**src/rtl/beep_pkg.sv**
```systemverilog
// Shared types and widths for the event beeper.
package beep_pkg;

  typedef enum logic [1:0] {IDLE, ON, GAP} beep_state_t;

  localparam int unsigned BEEP_N_W = 3;

endpackage

```
**src/rtl/evt_beeper.sv**
```systemverilog
// Event-to-indicator driver: plays N timed beeps (LED + square-wave buzzer) per request,
// with a one-deep pending slot for requests that arrive while a sequence is playing.
module evt_beeper
  import beep_pkg::*;
#(
  parameter int unsigned ON_CYCLES  = 5_000_000,
  parameter int unsigned OFF_CYCLES = 5_000_000,
  parameter int unsigned TONE_HALF  = 25_000
) (
  input  logic                clk,
  input  logic                rst_n,
  input  logic                trig,
  input  logic [BEEP_N_W-1:0] n_beeps,
  output logic                led,
  output logic                buzz,
  output logic                busy,
  output logic                drop
);

  localparam int unsigned PH_MAX = (ON_CYCLES > OFF_CYCLES) ? ON_CYCLES : OFF_CYCLES;
  localparam int unsigned PH_W   = (PH_MAX > 1) ? $clog2(PH_MAX) : 1;
  localparam int unsigned TONE_W = (TONE_HALF > 1) ? $clog2(TONE_HALF) : 1;

  localparam logic [PH_W-1:0]   ON_LAST   = PH_W'(ON_CYCLES - 1);
  localparam logic [PH_W-1:0]   OFF_LAST  = PH_W'(OFF_CYCLES - 1);
  localparam logic [TONE_W-1:0] TONE_LAST = TONE_W'(TONE_HALF - 1);

  beep_state_t         state_q, state_d;
  logic [PH_W-1:0]     ph_q, ph_d;
  logic [TONE_W-1:0]   tone_q, tone_d;
  logic [BEEP_N_W-1:0] rem_q, rem_d;
  logic                pend_vld_q, pend_vld_d;
  logic [BEEP_N_W-1:0] pend_n_q, pend_n_d;
  logic                led_q, buzz_q, buzz_d, busy_q, drop_q, drop_d;

  logic                req;
  logic                boundary;
  logic                start;
  logic [BEEP_N_W-1:0] start_n;

  always_comb begin
    req        = trig && (n_beeps != '0);
    state_d    = state_q;
    ph_d       = ph_q;
    rem_d      = rem_q;
    pend_vld_d = pend_vld_q;
    pend_n_d   = pend_n_q;
    drop_d     = 1'b0;
    start      = 1'b0;
    start_n    = rem_q;

    unique case (state_q)
      IDLE: ;
      ON: begin
        if (ph_q == ON_LAST) begin
          state_d = GAP;
          ph_d    = '0;
          rem_d   = rem_q - 1'b1;
        end else begin
          ph_d = ph_q + 1'b1;
        end
      end
      GAP: begin
        if (ph_q == OFF_LAST) begin
          ph_d    = '0;
          state_d = (rem_q != '0) ? ON : IDLE;
        end else begin
          ph_d = ph_q + 1'b1;
        end
      end
      default: state_d = IDLE;
    endcase

    // A new sequence may begin from IDLE or straight out of the final gap cycle.
    boundary = (state_q == IDLE) || (state_q == GAP && ph_q == OFF_LAST && rem_q == '0);

    if (boundary) begin
      if (pend_vld_q) begin
        start      = 1'b1;
        start_n    = pend_n_q;
        pend_vld_d = req;
        if (req) pend_n_d = n_beeps;
      end else if (req) begin
        start   = 1'b1;
        start_n = n_beeps;
      end
    end else if (req) begin
      drop_d     = pend_vld_q;
      pend_vld_d = 1'b1;
      pend_n_d   = n_beeps;
    end

    if (start) begin
      state_d = ON;
      ph_d    = '0;
      rem_d   = start_n;
    end
  end

  always_comb begin
    tone_d = '0;
    buzz_d = 1'b0;
    if (state_d == ON) begin
      if (state_q != ON) begin
        buzz_d = 1'b1;
      end else begin
        buzz_d = (tone_q == TONE_LAST) ? ~buzz_q : buzz_q;
        tone_d = (tone_q == TONE_LAST) ? '0 : tone_q + 1'b1;
      end
    end
  end

  always_ff @(posedge clk or negedge rst_n) begin
    if (!rst_n) begin
      state_q    <= IDLE;
      ph_q       <= '0;
      tone_q     <= '0;
      rem_q      <= '0;
      pend_vld_q <= 1'b0;
      pend_n_q   <= '0;
      led_q      <= 1'b0;
      buzz_q     <= 1'b0;
      busy_q     <= 1'b0;
      drop_q     <= 1'b0;
    end else begin
      state_q    <= state_d;
      ph_q       <= ph_d;
      tone_q     <= tone_d;
      rem_q      <= rem_d;
      pend_vld_q <= pend_vld_d;
      pend_n_q   <= pend_n_d;
      led_q      <= (state_d == ON);
      buzz_q     <= buzz_d;
      busy_q     <= (state_d != IDLE);
      drop_q     <= drop_d;
    end
  end

  assign led  = led_q;
  assign buzz = buzz_q;
  assign busy = busy_q;
  assign drop = drop_q;

endmodule

```
**config.mk**
```make
export PLATFORM = sky130hd
export DESIGN_NAME = evt_beeper
export DESIGN_NICKNAME = d
export VERILOG_FILES = /design/src/rtl/beep_pkg.sv /design/src/rtl/evt_beeper.sv
export SDC_FILE = /design/constraint.sdc
export NUM_CORES = 1
export LEC_CHECK = 0
export CAP_MARGIN = 20
export CELL_PAD_IN_SITES_DETAIL_PLACEMENT = 2
export CELL_PAD_IN_SITES_GLOBAL_PLACEMENT = 2
export CORE_UTILIZATION = 39
export CTS_CLUSTER_DIAMETER = 150
export DETAILED_ROUTE_END_ITERATION = 10
export PLACE_DENSITY = 0.78
export SLEW_MARGIN = 40
export SYNTH_ARGS = -nofsm -noshare
export SYNTH_HDL_FRONTEND = slang
export SYNTH_SLANG_ARGS = --single-unit
```
**constraint.sdc**
```tcl
create_clock -name clk -period 2.6 [get_ports clk]
set_input_delay 0.52 -clock clk [delete_from_list [all_inputs] [get_ports clk]]
set_output_delay 0.52 -clock clk [all_outputs]
set_load 0.01 [all_outputs]
```
==> metrics <==
PortBufs 9; routed wl met2 4090 um; Max clock buf depth 2; Rows 31; CP cell instances ha_1 > nand2_2 > or2_1 > or3_4 > a211oi_4 > o22ai_2 > buf_12 > a211oi_1; layout cells sized above 1 11.3%; drt pass-1 iters 4; worst vdd ir 0.278 mV; average routed wire per standard cell 18.5 um; worst path bufs/invs 1; Reg clk slew, reported paths 0.10 ns; final setup fails 0; antenna violations before repair 0; Die Wd 88.8 um; Post-CTS Resized 0; number of setup buffers added after CTS 0; Relative slew margins 60.2%; Post-Syn Area 2940 um2; Final Slew Violations 0; Post-synth EDFFs 0; met3 routed WL 141 um; TritonCTS clock tree done; Pleak 1.34 nW; Final Critical Period 2.47 ns; DR iter-0 viols 65; area leader, netlist dfrtp_1; clk_lat worst skew 0.32 ns; # hold bufs at CTS 0; n_diodes 0; Ports 10; ys flop type dfrtp_1; Setup Skew 0.00797 ns; Num CTS Buffers 5; area grow syn2layout 12.6%; post-synthesis cell type count 56; post-layout util 45.6%; die height 88.8 um; worst slew pin tran 0.593 ns; first-pass GRT wire length 13700 um; Hold Violations, Final 0; most frequent cell after synthesis dfrtp_1; final WL 8070 um; Synth top area share 43.4%; syn avg cell area 9.27 um2; CP max-delay cell or3_4; CTS Root Cell clkbuf_8; initial core utilization 40.5%; vias in the first global route 2627; residual DRC count 0; PD cells 781 nW/um2; GRT overflow 0; gr usage total 23.0%; largest net degree at the start of global routing 24; kind of critical path register to register; hpwl dp 6160 um; max_cap viols 0; Placer Congestion 0.812; vias per cell 5.57; Crit path max-delay family simple AND/OR/NAND/NOR gates; Syn Nets 331; Worst EP arrival 2.68 ns; met1 wire length 3750 um; Hold Slack 0.107 ns; Mapped Cells 317; R2R setup slack 0.13 ns; Post-synth top cells dfrtp_1 (51), nand2_1 (36), nor2_1 (30); DR vias 2427; Detail Route Antenna Nets 0; unrepaired setup endpoints after global routing false; setup total negative slack 0 ns; Hold Path Class input port to async pin; Synth async-reset ratio 100%; ranking of synthesized cells by area dfrtp_1 (43%), xor2_1 (4.8%), nand2_1 (4.6%); DR top layer met4; max frequency 405 MHz; Largest stage delay, worst path 0.44 ns; CP max FO 17; period utilization 94.9%; WP data required 2.81 ns; # clock sinks 51; CTS HTree Levels 2; Seq/Total Area, Yosys 43.4%; Synth Register Bits 51; Syn. warnings 0; CP startpoint kind register; CP Capture Type register; area of the die 7880 um2; core area 7250 um2; nets 350; status finished clean
-- per-layer routing --
metal | vias up | GRT usage [%]
met5 | - | 0
met1 | 1242 | 29.7
met3 | 8 | 3.64
li1 | 1155 | -
met4 | 0 | 6.45
met2 | 22 | 39.9
-- cell type report --
type                            count  area, um2
Fill cell                         813       3950
Multi-Input combinational cell    246       1570
Sequential cell                    51       1280
Timing Repair Buffer               23        215
Tap cell                           99        124
Clock buffer                        5       68.8
Inverter                            9       33.8
Clock inverter                      3       23.8
-- per-stage QoR --
stage / worst slack [ns] / total power [mW] / instances / instance area [um2]
after floorplan: 0.445 / 1.68 / 317 / 2940
after global routing: 0.0120 / 2.77 / 436 / 3310
after CTS: 0.138 / 2.63 / 436 / 3310
final: 0.132 / 2.58 / 436 / 3310
after global placement: 0.0983 / 2.06 / 428 / 3210
after detailed placement: -0.0325 / 2.13 / 428 / 3210
-- worst paths after layout --
kind / startpoint / end / cells past startpoint
max: ph_q[0] / tone_q[9] / 8
min: rst_n / led / 1
max reg2reg: ph_q[0] / tone_q[9] / 8
min reg2reg: tone_q[0] / tone_q[0] / 1
max in group asynchronous: rst_n / tone_q[8] / 2
min in group clk: tone_q[0] / tone_q[0] / 1
-- sequential cells by signal (all words and copies together) (netlist names), 2 cells and up --
name / flops
ph_q: 23
state_q: 2
tone_q: 15
rem_q: 3
pend_n_q: 3
-- worst register-to-register path, stage by stage (launching register included) --
cell and delay, ns:
dfrtp_1 0.42, ha_1 0.21, nand2_2 0.09, or2_1 0.25, or3_4 0.44, a211oi_4 0.32, o22ai_2 0.15, buf_12 0.18
a211oi_1 0.32
-- power by group --
group | total [mW] | leakage [nW] | switching (mW) | internal, mW
Clock | 0.486 | 0.0408 | 0.293 | 0.193
Combinational | 1.06 | 0.623 | 0.616 | 0.441
Sequential | 1.04 | 0.672 | 0.119 | 0.921
Total | 2.58 | 1.34 | 1.03 | 1.55
-- placed cells by master, fill, tap and decap left out, types with 2 or more instances in the layout --
master,instances
nor4_1,3
nand2_1,36
a21oi_1,17
xnor2_1,12
o31a_1,2
and3_1,5
nor2_1,30
clkdlybuf4s50_1,8
or3_1,8
dfrtp_1,51
o21ai_0,11
buf_12,2
a211oi_1,10
ha_1,8
nand4_1,9
clkinvlp_4,2
nand3_1,19
mux2_2,5
and2_1,2
nand2b_1,2
xor2_1,16
or4_1,2
o32a_1,2
nor2b_1,7
clkbuf_8,5
inv_1,9
nor4bb_1,2
buf_4,12
nor3_1,11
-- logic make-up (layout without fill, tap and decap cells) --
| logic type | after synthesis | count (layout) | synth area share [%] |
|---|---|---|---|
| buffers and inverters | 20 | 40 | 3.28 |
| xor gates and xnor gates | 28 | 28 | 8.35 |
| muxes | 6 | 6 | 2.26 |
| DFF | 51 | 51 | 43.4 |
| AOI/OAI and AO/OA | 54 | 54 | 12.5 |
| and+or+nand+nor | 149 | 149 | 26.4 |
| adders and majority gates | 9 | 9 | 3.75 |
No activity file was read; power rests on OpenSTA's default activity.
==> RTL edit (same settings) <==
Re-encode `beep_state_t` (3 states) as one-hot, 3 bits wide.
--- a/src/rtl/beep_pkg.sv
+++ b/src/rtl/beep_pkg.sv
@@ -3,3 +3,3 @@
 
-  typedef enum logic [1:0] {IDLE, ON, GAP} beep_state_t;
+  typedef enum logic [2:0] {IDLE = 3'b001, ON = 3'b010, GAP = 3'b100} beep_state_t;
 
Check against the original RTL: no difference found for any inputs over 10 cycles, from zero or initial values and one cycle with rst_n low; not proved beyond that.
==> RTL edit against the original RTL <==
  * Die area decreased by 3.6%
  * Sequential share of layout area increased by 1.7 points
  * Worst setup slack gained 66 ps
  * Design area shrank 2.3%
  * Synthesized cell count decreased by 2.5%
  * Power is 6.4% lower
  * Area after synthesis down 3.7%
  * Routed wire length rose by 2.3%
  * Sequential cell count increased by 1
  * Maximum frequency is 2.7% higher
  * Critical path depth down 1
  * Final cell count down 1.6%
  * Count of clock-buffer cells in the layout is the same
  * Critical path type is now input pin to flop
==> RTL edit: results (changes against the original RTL) <==
Routing
  – DRT Pass-1 Iters: 4 (unchanged)
  – Drt wl/cell: 19.24 um (+3.9%)
  – Detailed-route vias per instance: 5.655 (+1.6%)
  – DRT iter0 DRCs: 73 (+12%)

Cells and area
  – Regs by FF count: ph_q (23), tone_q (15)
  – # fillers: 804 (-1.1%)
  – Nets: 342 (-2.3%)
  – Layout cell share with drive strength beyond 1: 10.21% (-1.1 points)
  – N_diodes: 0 (unchanged)

Placed design
  – DP HPWL: 6.199 mm (+0.60%)
  – Dpl ws: -96.12 ps (-63.63 ps)
  – Port bufs: 9 (unchanged)
  – Routability cong.: 0.8267 (+1.8%)

Logic synthesis
  – Distinct cells, synth: 50 (-11%)
  – Post-synth top cells: 51 x dfrtp_1, 38 x nor2_1, 27 x nand2_1, 18 x a21oi_1, 18 x o21ai_0
  – Async set-or-reset flop fraction in the synthesized netlist: 100.0% (unchanged)
  – Synth warn: 0 (unchanged)
  – Syn nets: 319 (-3.6%)
  – Post-synthesis sequential area ratio: 46.04% (+2.6 points)
  – Compound-gate portion of the synthesized area: 15.66% (+3.2 points)
  – Post-synth top area share: 45.11% (+1.7 points)
  – Synth area leaders: dfrtp_1 45%, nor2_1 5.0%, xor2_1 4.0%
  – Synth Area in Adders: 1.769% (-2.0 points)
  – Mux cell area share after synthesis: 1.769% (-0.49 points)
  – EDFF count, synth: 0 (unchanged)
  – XOR/XNOR share of the synthesized area: 7.430% (-0.92 points)

Clocking
  – Post_cts resized: 0 (unchanged)
  – Clk pin slew, worst setup/hold paths: 100 ps (about the same)
  – Max clock buf depth: 2 (unchanged)
  – Setup Fix Bufs, Post-CTS: 0 (unchanged)
  – Number of buffers created by CTS: 5 (unchanged)
  – Clk Latency, worst-skew pair: 310 ps
  – CTS root buf: clkbuf_8

Timing
  – Max Clk Rate: 416.3 MHz (+2.7%)
  – Slew Limit Fails: 0 (unchanged)
  – Clock Skews: 11.49 ps (+3.514 ps)
  – Worst slew pin tran: 698.2 ps (+105.5 ps)

Critical path
  – Arrival @ worst endpoint: 2590 ps (-90 ps)
  – Crit path from: n_beeps[2]
  – Crit path capture: ph_q[13]$_DFFE_PN0P_
  – Worst-path cell with the longest stage delay: clkdlybuf4s50_1
  – Max incr delay on CP: 560 ps (+120 ps)
  – Register-to-Register Path Depth: 6 (-2)
  – CP delay by family, top: compound AO/OA/AOI/OAI gates
  – CP max FO: 4 (-13)
  – Reg-to-reg slack, setup: 210 ps (+80 ps)

Min path
  – Worst min-delay path class: input pin to asynchronous set/reset pin

Global route
  – Vias in the first global route: 2699 (+2.7%)
  – First-pass GRT wire length: 14.05 mm (+2.5%)
  – Gr usage total: 23.74% (+0.75 points)
  – Largest net degree at the start of global routing: 28 (+17%)

Pwr
  – Lkg Pwr: 1.277 nW (-4.4%)
  – Int Power: 1.488 mW (-4.3%)
  – Max IR drop VDD: 0.2670 mV (-3.9%)

Run status
  – Outcome: completed
## RTL edit: area by class of cell
class | count | share of cell area, %
clock buffers | 5 | 2.129
clock inverters | 3 | 0.7356
inverters | 6 | 0.6969
multi-input cells | 239 | 44.99
flip-flops and latches | 52 | 40.30
well taps | 96 | 3.717
repair buffers | 28 | 7.433
## RTL edit: metal layers
metal / part of all wire, % / GRT usage, % / wire length, um / up-vias
li1: - / - / - / 1154
met1: 47 / 31.27 / 3884 / 1246
met2: 51 / 41.80 / 4168 / 18
met3: 1.2 / 2.370 / 103 / 8
met4: 1.2 / 6.110 / 96 / 0
met5: 0 / 0 / 0 / -
## RTL edit: cells by family (layout without fill, tap and decap cells)
kind of cell | Yosys count | in the layout
and+or+nand+nor | 136 | 136
DFF | 52 | 52
adders and majority gates | 4 | 4
muxes | 5 | 5
buffers and inverters | 18 | 42
xor gates and xnor gates | 24 | 24
AOI/OAI and AO/OA | 70 | 70
## RTL edit: worst min path at each step
stage | cells past startpoint | from | slack [ps] | to
after floorplan | 0 | rst_n | 220 | busy$_DFF_PN0_
after global placement | 1 | tone_q[0]$_DFF_PN0_ | 450 | tone_q[0]$_DFF_PN0_
after detailed placement | 1 | tone_q[0]$_DFF_PN0_ | 470 | tone_q[0]$_DFF_PN0_
after CTS | 1 | rst_n | 240 | tone_q[13]$_DFF_PN0_
after global routing | 1 | rst_n | 260 | tone_q[14]$_DFF_PN0_
final | 1 | rst_n | 240 | tone_q[13]$_DFF_PN0_
## RTL edit: power by group through the flow
stage                     Sequential [mW]  Combinational, mW  Clock, mW
final                                1.08              0.854      0.483
after global routing                 1.10              0.952      0.542
after CTS                            1.08              0.867      0.509
after detailed placement             1.10              0.869          0
after global placement               1.09              0.826          0
after floorplan                      1.03              0.568          0
## RTL edit: worst register-to-register path, stage by stage, from the launching register on
cell,delay (ps)
dfrtp_1,400
ha_1,240
nand2_1,150
or4_4,600
o21ai_0,420
o22ai_1,180
a22o_1,290
## RTL edit: metrics by stage
stage	hold slack [ps]	std cells	power [mW]	instance area, sq um
finish	236.0	429	2.419	3232
global route	256.7	429	2.594	3232
CTS	237.9	429	2.458	3232
detailed placement	469.1	421	1.966	3139
global placement	452.0	421	1.912	3139
floorplan	224.4	309	1.597	2829
